### config.mk
export PLATFORM = sky130hd
export DESIGN_NAME = brick_hit_scheduler
export DESIGN_NICKNAME = d
export VERILOG_FILES = /design/src/rtl/brick_hit_scheduler.sv
export SDC_FILE = /design/constraint.sdc
export NUM_CORES = 1
export LEC_CHECK = 0
export ABC_AREA = 1
export CAP_MARGIN = 5
export CELL_PAD_IN_SITES_DETAIL_PLACEMENT = 0
export CELL_PAD_IN_SITES_GLOBAL_PLACEMENT = 1
export CORE_MARGIN = 2
export CORE_UTILIZATION = 41
export CTS_BUF_LIST = sky130_fd_sc_hd__clkbuf_8
export DETAILED_ROUTE_END_ITERATION = 12
export GPL_ROUTABILITY_DRIVEN = 0
export PLACE_DENSITY_LB_ADDON = 0.25
export SYNTH_ARGS = -nofsm -noshare
export SYNTH_HDL_FRONTEND = slang
export SYNTH_SLANG_ARGS = --single-unit
export TNS_END_PERCENT = 20
### constraint.sdc
create_clock -name clk -period 4.14 [get_ports clk]
set_input_delay 0.828 -clock clk [delete_from_list [all_inputs] [get_ports clk]]
set_output_delay 0.828 -clock clk [all_outputs]
set_load 0.01 [all_outputs]
### src/rtl/brick_hit_scheduler.sv
// Brick grid hit-state owner for the breakout game.
// Each game tick a scan walks the 5x12 grid one brick per clock, in row-major order,
// and marks the first unhit brick that overlaps the ball box. The renderer reads the
// flags combinationally, and clear_all resets the grid for a new game.
//
// state    | meaning
// S_IDLE   | waiting for start; done low
// S_SCAN   | testing brick (r_row, r_col) this cycle
// S_REPORT | done pulse; hit/hit_row/hit_col valid
module brick_hit_scheduler #(
    parameter int ROWS        = 5,
    parameter int COLS        = 12,
    parameter int LEFT_WALL_X = 245,
    parameter int CEILING_Y   = 35,
    parameter int BLOCK_W     = 45,
    parameter int BLOCK_H     = 25,
    parameter int BALL_R      = 5
) (
    input  logic       clk,
    input  logic       rst,
    input  logic       start,
    input  logic [9:0] ball_x,
    input  logic [9:0] ball_y,
    input  logic       clear_all,
    output logic       busy,
    output logic       done,
    output logic       hit,
    output logic [2:0] hit_row,
    output logic [3:0] hit_col,
    output logic [5:0] bricks_left,
    output logic       all_clear,
    input  logic [2:0] rd_row,
    input  logic [3:0] rd_col,
    output logic       rd_hit
);

    localparam int NB = ROWS * COLS;

    typedef enum logic [1:0] {S_IDLE, S_SCAN, S_REPORT} state_t;

    state_t          r_state;
    logic [9:0]      r_x;
    logic [9:0]      r_y;
    logic [2:0]      r_row;
    logic [3:0]      r_col;
    logic [NB-1:0]   r_flags;
    logic [5:0]      r_left;
    logic            r_busy;
    logic            r_done;
    logic            r_hit;
    logic [2:0]      r_hit_row;
    logic [3:0]      r_hit_col;

    logic [10:0]     w_bx;
    logic [10:0]     w_by;
    logic [10:0]     w_x;
    logic [10:0]     w_y;
    logic [5:0]      w_idx;
    logic [5:0]      w_rd_idx;
    logic            w_overlap;
    logic            w_last;

    // Bounds of the brick under test; no R is subtracted from the ball so nothing wraps below zero.
    assign w_bx      = 11'(LEFT_WALL_X) + 11'(r_col) * 11'(BLOCK_W);
    assign w_by      = 11'(CEILING_Y) + 11'(r_row) * 11'(BLOCK_H);
    assign w_x       = {1'b0, r_x};
    assign w_y       = {1'b0, r_y};
    assign w_overlap = (w_x + 11'(BALL_R) >= w_bx) &&
                       (w_x <= w_bx + 11'(BLOCK_W - 1 + BALL_R)) &&
                       (w_y + 11'(BALL_R) >= w_by) &&
                       (w_y <= w_by + 11'(BLOCK_H - 1 + BALL_R));
    assign w_idx     = 6'(r_row) * 6'(COLS) + 6'(r_col);
    assign w_last    = (r_row == 3'(ROWS - 1)) && (r_col == 4'(COLS - 1));
    assign w_rd_idx  = 6'(rd_row) * 6'(COLS) + 6'(rd_col);

    // Renderer read port; out-of-range coordinates read as unhit.
    always_comb begin
        rd_hit = 1'b0;
        if ((rd_row < 3'(ROWS)) && (rd_col < 4'(COLS)))
            rd_hit = r_flags[w_rd_idx];
    end

    // Scan FSM with registered outputs; clear_all overrides everything except reset.
    always_ff @(posedge clk) begin
        if (rst) begin
            r_state   <= S_IDLE;
            r_x       <= '0;
            r_y       <= '0;
            r_row     <= '0;
            r_col     <= '0;
            r_flags   <= '0;
            r_left    <= 6'(NB);
            r_busy    <= 1'b0;
            r_done    <= 1'b0;
            r_hit     <= 1'b0;
            r_hit_row <= '0;
            r_hit_col <= '0;
        end else if (clear_all) begin
            r_state <= S_IDLE;
            r_flags <= '0;
            r_left  <= 6'(NB);
            r_busy  <= 1'b0;
            r_done  <= 1'b0;
        end else begin
            case (r_state)
                S_IDLE: begin
                    r_done <= 1'b0;
                    if (start) begin
                        r_x     <= ball_x;
                        r_y     <= ball_y;
                        r_row   <= '0;
                        r_col   <= '0;
                        r_busy  <= 1'b1;
                        r_state <= S_SCAN;
                    end
                end
                S_SCAN: begin
                    if (!r_flags[w_idx] && w_overlap) begin
                        r_flags[w_idx] <= 1'b1;
                        r_left         <= r_left - 6'd1;
                        r_hit          <= 1'b1;
                        r_hit_row      <= r_row;
                        r_hit_col      <= r_col;
                        r_busy         <= 1'b0;
                        r_done         <= 1'b1;
                        r_state        <= S_REPORT;
                    end else if (w_last) begin
                        r_hit   <= 1'b0;
                        r_busy  <= 1'b0;
                        r_done  <= 1'b1;
                        r_state <= S_REPORT;
                    end else if (r_col == 4'(COLS - 1)) begin
                        r_col <= '0;
                        r_row <= r_row + 3'd1;
                    end else begin
                        r_col <= r_col + 4'd1;
                    end
                end
                S_REPORT: begin
                    r_done  <= 1'b0;
                    r_state <= S_IDLE;
                end
                default: begin
                    r_busy  <= 1'b0;
                    r_done  <= 1'b0;
                    r_state <= S_IDLE;
                end
            endcase
        end
    end

    assign busy        = r_busy;
    assign done        = r_done;
    assign hit         = r_hit;
    assign hit_row     = r_hit_row;
    assign hit_col     = r_hit_col;
    assign bricks_left = r_left;
    assign all_clear   = (r_left == 6'd0);

endmodule

# Word-level counts from Yosys, hierarchy flattened
# Index checks and enable logic that the tools add are counted.
# classes
eq_ne,9
n_addsub,11
bitwise,4
mul,4
mux,28
n_lt_le_gt_ge,9
reduce_logical,22
# ops
operator,n
$or A60 B60 Y60,1
$add A10 B3 Y11 const B,2
$mux W4,4
$lt A6 B7 Y1 const B,2
$add A6 B4 Y6,2
$bmux W1 S6,2
$mux W3,4
$reduce_and A3 Y1,4
$add A11 B6 Y11 const B,1
$add A8 B10 Y11 const A,1
$ge A11 B11 Y1,1
$ge A11 B9 Y1,1
$le A10 B11 Y1,1
$add A9 B5 Y10 const B,1
$le A10 B10 Y1,1
$mul A4 B6 Y10 const B,1
$mux W1,10
$add A6 B8 Y9 const A,1
$mul A3 B2 Y4 const B,2
$mul A3 B5 Y8 const B,1
$ne A2 B2 Y1 const B,4
$pmux W4 S2,1
$logic_and A1 B1 Y1,7
$demux W1 S6,1
other kinds (25),31
# totals
ff_bits,105
inputBits,31
word_cells,99
output_inout_bits,18

# Depth between registers and ports, before layout
# logic_depth
word_depth,10
mapped_depth,31
mapped_depth_nobuf,28

# Least setup slack after synthesis
# Ideal clock, no wire load.
# synth_path
path_type,reg-to-reg
start,register r_col[2]
end,register r_flags[19]
setup_slack_ps,-208
synth_period_minus_slack_ps,4348
path_buffers,4
setup_time_ps,141
required_time_ps,3999
stages_incl_launch_ff,29
t_arrival_ps,4207
path_cell_list,dfxtp_1 clkbuf_1 inv_1 ha_1 xnor2_1 fa_1 inv_1 ha_1 nand2_1 inv_1 nand3_1 nand3_1 nand2_1 nand2_1 nor2_2 xor2_1 ha_1 nand2_1 inv_1 nand3_1 nor3_1 nor2_1 nand3_1 and2_1 buf_6 buf_12 buf_12 nand3_2 a21oi_1
# synth_via
elab_chain_len,9
word_cells_on_any_way,20
classes_between,add/sub (3); mul (1); order compare (4); mux (4); bitwise (1); reduce/logical (7)
# synth_lines
element,line_no,rtl
"start, declared",45,logic [3:0] r_col;
"start signal, assigned",136,r_col <= r_col + 4'd1;
$mul A4 B6 Y10,64,assign w_bx = 11'(LEFT_WALL_X) + 11'(r_col) * 11'(BLOCK_W);
$add A8 B10 Y11,64,
$add A11 B6 Y11,69,(w_x <= w_bx + 11'(BLOCK_W - 1 + BALL_R)) &&
$le A10 B11 Y1,69,
$logic_and A1 B1 Y1,68,assign w_overlap = (w_x + 11'(BALL_R) >= w_bx) &&
$logic_and A1 B1 Y1,69,
$logic_and A1 B1 Y1,70,(w_y + 11'(BALL_R) >= w_by) &&
$logic_and A1 B1 Y1,118,if (!r_flags[w_idx] && w_overlap) begin
$reduce_and A2 Y1 (no line),--,
"end signal, assigned",91,r_flags <= '0;
"end signal, assigned",100,r_flags <= '0;
"end signal, assigned by index",119,r_flags[w_idx] <= 1'b1;
"end, declared",46,logic [NB-1:0] r_flags;
# Parallel ways exist; a longest one is shown, timed or not. The select of a mux whose other input is x is not followed.
# A chain may end at the register's enable or synchronous reset.

# Worst setup path in the final report
# layout_path
start,register r_col[3]
end,"register r_busy, in the netlist busy"
# layout_via
elab_chain_len,10
word_cells_on_any_way,19
classes_between,add/sub (3); mul (1); order compare (2); eq/ne (2); mux (4); reduce/logical (7)
# layout_lines
element,line_no,rtl
$mul A4 B6 Y10,64,
$add A8 B10 Y11,64,
$add A11 B6 Y11,69,
$le A10 B11 Y1,69,
$logic_and A1 B1 Y1,68,
$logic_and A1 B1 Y1,69,
$logic_and A1 B1 Y1,70,
$logic_and A1 B1 Y1,118,
$ne A3 B3 Y1 (no line) or $mux W1 (tied branches),--,
$reduce_and A3 Y1 (no line) or $pmux W1 S3 (tied branches),--,
"end signal, assigned",113,r_busy <= 1'b1;
"end signal, assigned",124,r_busy <= 1'b0;
"end signal, assigned",129,r_busy <= 1'b0;
"end, declared",48,logic r_busy;
# Parallel ways exist; a longest one is shown, timed or not. The select of a mux whose other input is x is not followed.

==> results.txt <==
The count of buffering cells on the critical path with inverters included is 5, and the total of warnings raised by yosys is 0. For flop-to-flop paths, the worst setup slack is 0.03 ns. The pre-antenna-repair detailed-routing pass consisted of 5 iterations. Synthesis inferred 105 register bits. After detailed placement, the total cell area comes to 9550 um^2.

In this run the vertical extent of the chip is 148 um. By instance count, the cell type seen most on the critical path is sky130_fd_sc_hd__nand2_1. The maximum VDD drop came out at 0.000148 V. The tools report the startpoint type of the worst setup path as a flop. The fraction of the yosys area taken by sequential cells is 24.8%. The critical path ends at busy. The run finished with clean final reports. The number of antenna diodes in the final layout is 0. The leakage power summed over all cells came out at 4.28 nW. Averaged over all synthesized cells, the footprint is 6.88 um^2. The async set or reset register ratio after synthesis works out to 0%. In this run the critical register-to-register path is captured at busy. The tools report the initial antenna violation count as 0. The via count normalized by instance count is 5.14. The tool flagged a number of max-cap violations equal to 0.

The achievable frequency is 0.243 GHz, and the initial standard-cell utilization of the core is 41.9%. The most critical setup path has its startpoint at r_col[3]. Summed over its instances, the top area cell type makes up 24.8% of the synthesized netlist area. The final hold violation count is 0. The H-tree was split into 3 levels. The count of buffers added on input and output ports is 48. In this run the worst hold path is classified as reg -> reg. In this run the number of cells on the critical path is 27. For the worst-skew pair, the clock arrives at the later sink with an insertion delay of 0.40 ns.

Setup repair after global routing could not meet its margin everywhere. The max-slew violation count was 0; the worst setup skew after layout was 0.0173 ns. Pin placement for this block handled 49 I/O pins. The die is 148 um wide. Data on the critical path is required at its endpoint by 4.48 ns. Counting the buffers created by CTS gives 9. Clock-pin slew was measured on the worst setup and hold paths at 0.11 ns. The site row count was 52; the wire length of the first global-routing pass was 39700 um.

In this run the power density over the cells is 268 nW/um^2. For this run, the slowest stage of the critical path takes 0.50 ns. The worst-case reg-to-reg path depth is 27, and the final routed DRC violation total is 0. The total negative slack for setup checks came out at 0 ns.

Wire segments on met3 add up to 1200 um in the final route. The filler cell count in the final layout was 2044. Once layout is complete, the cells apart from fillers number 1596. The data arrival time of the worst path is 4.45 ns, and the synthesis-to-layout area growth is 22.5%. Yosys mapped a number of flops with a built-in enable equal to 0. Synthesis instantiated 46 different standard cells from the library.

Setup violations remaining at the end of the flow were counted as 0. Measured against its own limit, the worst slew margin works out to 33.1%. The count of nets left with antenna violations once routing finished came out at 0.

For this run, the total global-route usage over all layers was measured as 22.6%. After detailed routing, the average wire length per cell comes to 15.5 um. Counting I/O delays and the setup requirement, the final critical path takes 4.11 ns. Of all nets on the critical path, the largest fanout is 6. Clock tree synthesis selected as its root buffer the cell sky130_fd_sc_hd__clkbuf_8. Summed over all layers, the global routing overflow is 0. For the number of cells after detailed placement, the log shows 1563.

The kind of cell adding the most delay to the critical path was simple AND/OR/NAND/NOR gates. The uppermost metal layer occupied by signal nets was met4. The final layout contains routed wiring with a total length of 24700 um. Cells with a size suffix above 1 make up 18.9% of the layout. For this block, the via count after detailed routing is 8204. At the pin with the least slew margin, the transition time is 1.00 ns. Final-layout worst hold slack: 0.469 ns. The logs give 105 for the number of sinks driven by the clock tree and 12400 um for the met1 layer wirelength in the final routing.

Die outline area: 21800 um^2. Among all stages on the critical path, the largest delay is contributed by sky130_fd_sc_hd__fa_1. The period utilization was 99.4%.

Synthesized net count: 1355. The worst setup path is captured at a flop. For this block, the initial DRC count from the detailed router was 628. For the via count of the first global-routing pass, the log shows 7685.

By startpoint and endpoint, the worst setup path is classified as reg -> reg. Synthesis handed over a netlist of 1232 instances. After synthesis, the cell types taking the most area are sky130_fd_sc_hd__dfxtp_1 25%, sky130_fd_sc_hd__ha_1 12%, sky130_fd_sc_hd__nand2_1 9.3%. Registers take 2110 um^2. The total area inside the core boundary comes to 20200 um^2.

Yosys instantiated no cell more often than sky130_fd_sc_hd__nand2_1. After routing the design area is 10400 um^2. Entering global routing, the biggest net connects 74 pins. The cell area after synthesis was 8470 um^2; the count of nets after finishing was 1444.

The cell type with the highest aggregate area in the netlist was sky130_fd_sc_hd__dfxtp_1. The wire-length estimate of the detail-placed layout is 16900 um. The tools report the met2 wire length as 10800 um. Most frequently used flop master after synthesis: sky130_fd_sc_hd__dfxtp_1. The tools report the startpoint of the most critical register-to-register path as r_col[3].

By count the netlist is led by 210 x sky130_fd_sc_hd__nand2_1, 156 x sky130_fd_sc_hd__inv_1, 144 x sky130_fd_sc_hd__nor2_1. TritonCTS built the clock tree. For the area of the multi-input gates, the log shows 5850 um^2. The logs give 2 for the buffer depth of the longest clock path and 51.3% for the post-layout utilization of the core.
-- worst min-delay path by stage --
stage / startpoint / end / slack [ns] / cells past startpoint
global route: hit_col[2] / hit_col[2] / 0.49 / 2
floorplan: r_flags[59] / r_flags[59] / 0.44 / 2
CTS: hit_row[2] / hit_row[2] / 0.47 / 2
detailed placement: hit_col[0] / hit_col[0] / 0.45 / 2
global placement: hit_col[3] / hit_col[3] / 0.45 / 2
finish: hit_row[2] / hit_row[2] / 0.47 / 2
-- layout by cell type (no fill, tap or decap), types with 35 or more instances in the layout --
cell                              synthesis  routed
sky130_fd_sc_hd__a21oi_2                 10      35
sky130_fd_sc_hd__nand3_2                 34      37
sky130_fd_sc_hd__nand3_1                132     127
sky130_fd_sc_hd__inv_1                  156     149
sky130_fd_sc_hd__dfxtp_1                105      99
sky130_fd_sc_hd__clkdlybuf4s50_1          0      47
sky130_fd_sc_hd__ha_1                    82      73
sky130_fd_sc_hd__a21oi_1                127     102
sky130_fd_sc_hd__nand2_1                210     196
sky130_fd_sc_hd__o21ai_0                 66      65
sky130_fd_sc_hd__buf_4                    4      63
sky130_fd_sc_hd__nor2_1                 144     139
-- power breakdown --
group	switching [mW]	internal, mW
logic	0.629	0.424
registers	0.0248	1.03
clock network	0.399	0.281
total	1.05	1.73
-- worst reg2reg max path, delay by kind of cell (launching register included) --
kind	cells	cell delay, ns
AOI/OAI and AO/OA	2	0.22
xor gates and xnor gates	2	0.29
adders and majority gates	4	1.34
buffers and inverters	5	0.49
DFF	1	0.38
and+or+nand+nor	14	1.36
-- registers in the layout (all words and copies together) (netlist names) --
signal / flops
r_state: 2
hit: 1
r_col: 4
hit_row: 3
done: 1
bricks_left: 6
busy: 1
r_row: 3
r_flags: 60
hit_col: 4
r_y: 10
r_x: 10
-- cells by family (layout without fill, tap and decap cells) --
group | count (synthesis) | after routing | share of synthesized area [%]
adders and majority gates | 92 | 92 | 14.5
AOI/OAI and AO/OA | 218 | 218 | 13.8
xor gates and xnor gates | 41 | 41 | 4.64
DFF | 105 | 105 | 24.8
and+or+nand+nor | 562 | 563 | 31.3
other | 1 | 1 | 0.0443
buffers and inverters | 213 | 306 | 10.9
-- metal layers --
layer	vias up	global-route usage, %
met5	-	0
met4	0	5.58
met3	19	2.78
met2	176	34.9
met1	3822	33.5
li1	4187	-
-- through the flow --
| stage | setup WS, ns | power, mW |
|---|---|---|
| floorplan | 0.0314 | 1.70 |
| global placement | -0.0620 | 1.99 |
| detailed placement | -0.115 | 1.99 |
| CTS | -0.0315 | 2.72 |
| global route | -0.222 | 2.96 |
| finish | 0.0253 | 2.79 |
-- cell type report --
type / instances / area share, %
clock inverter: 7 / 0.663
multi-input combinational: 915 / 56.3
clock buffer: 9 / 1.19
inverter: 162 / 5.93
timing repair buffer: 128 / 12.3
tap: 270 / 3.25
sequential: 105 / 20.3
-- what timing repair did --
action,in CTS,in global routing
hold buffers,0,0
cloned,3,3
pin swaps,10,42
endpoints found under the hold margin,0,0
gates resized for setup,17,90
setup endpoints to repair,77,85
buffers inserted,2,10
Note: power is estimated with default switching activity, not from simulation.
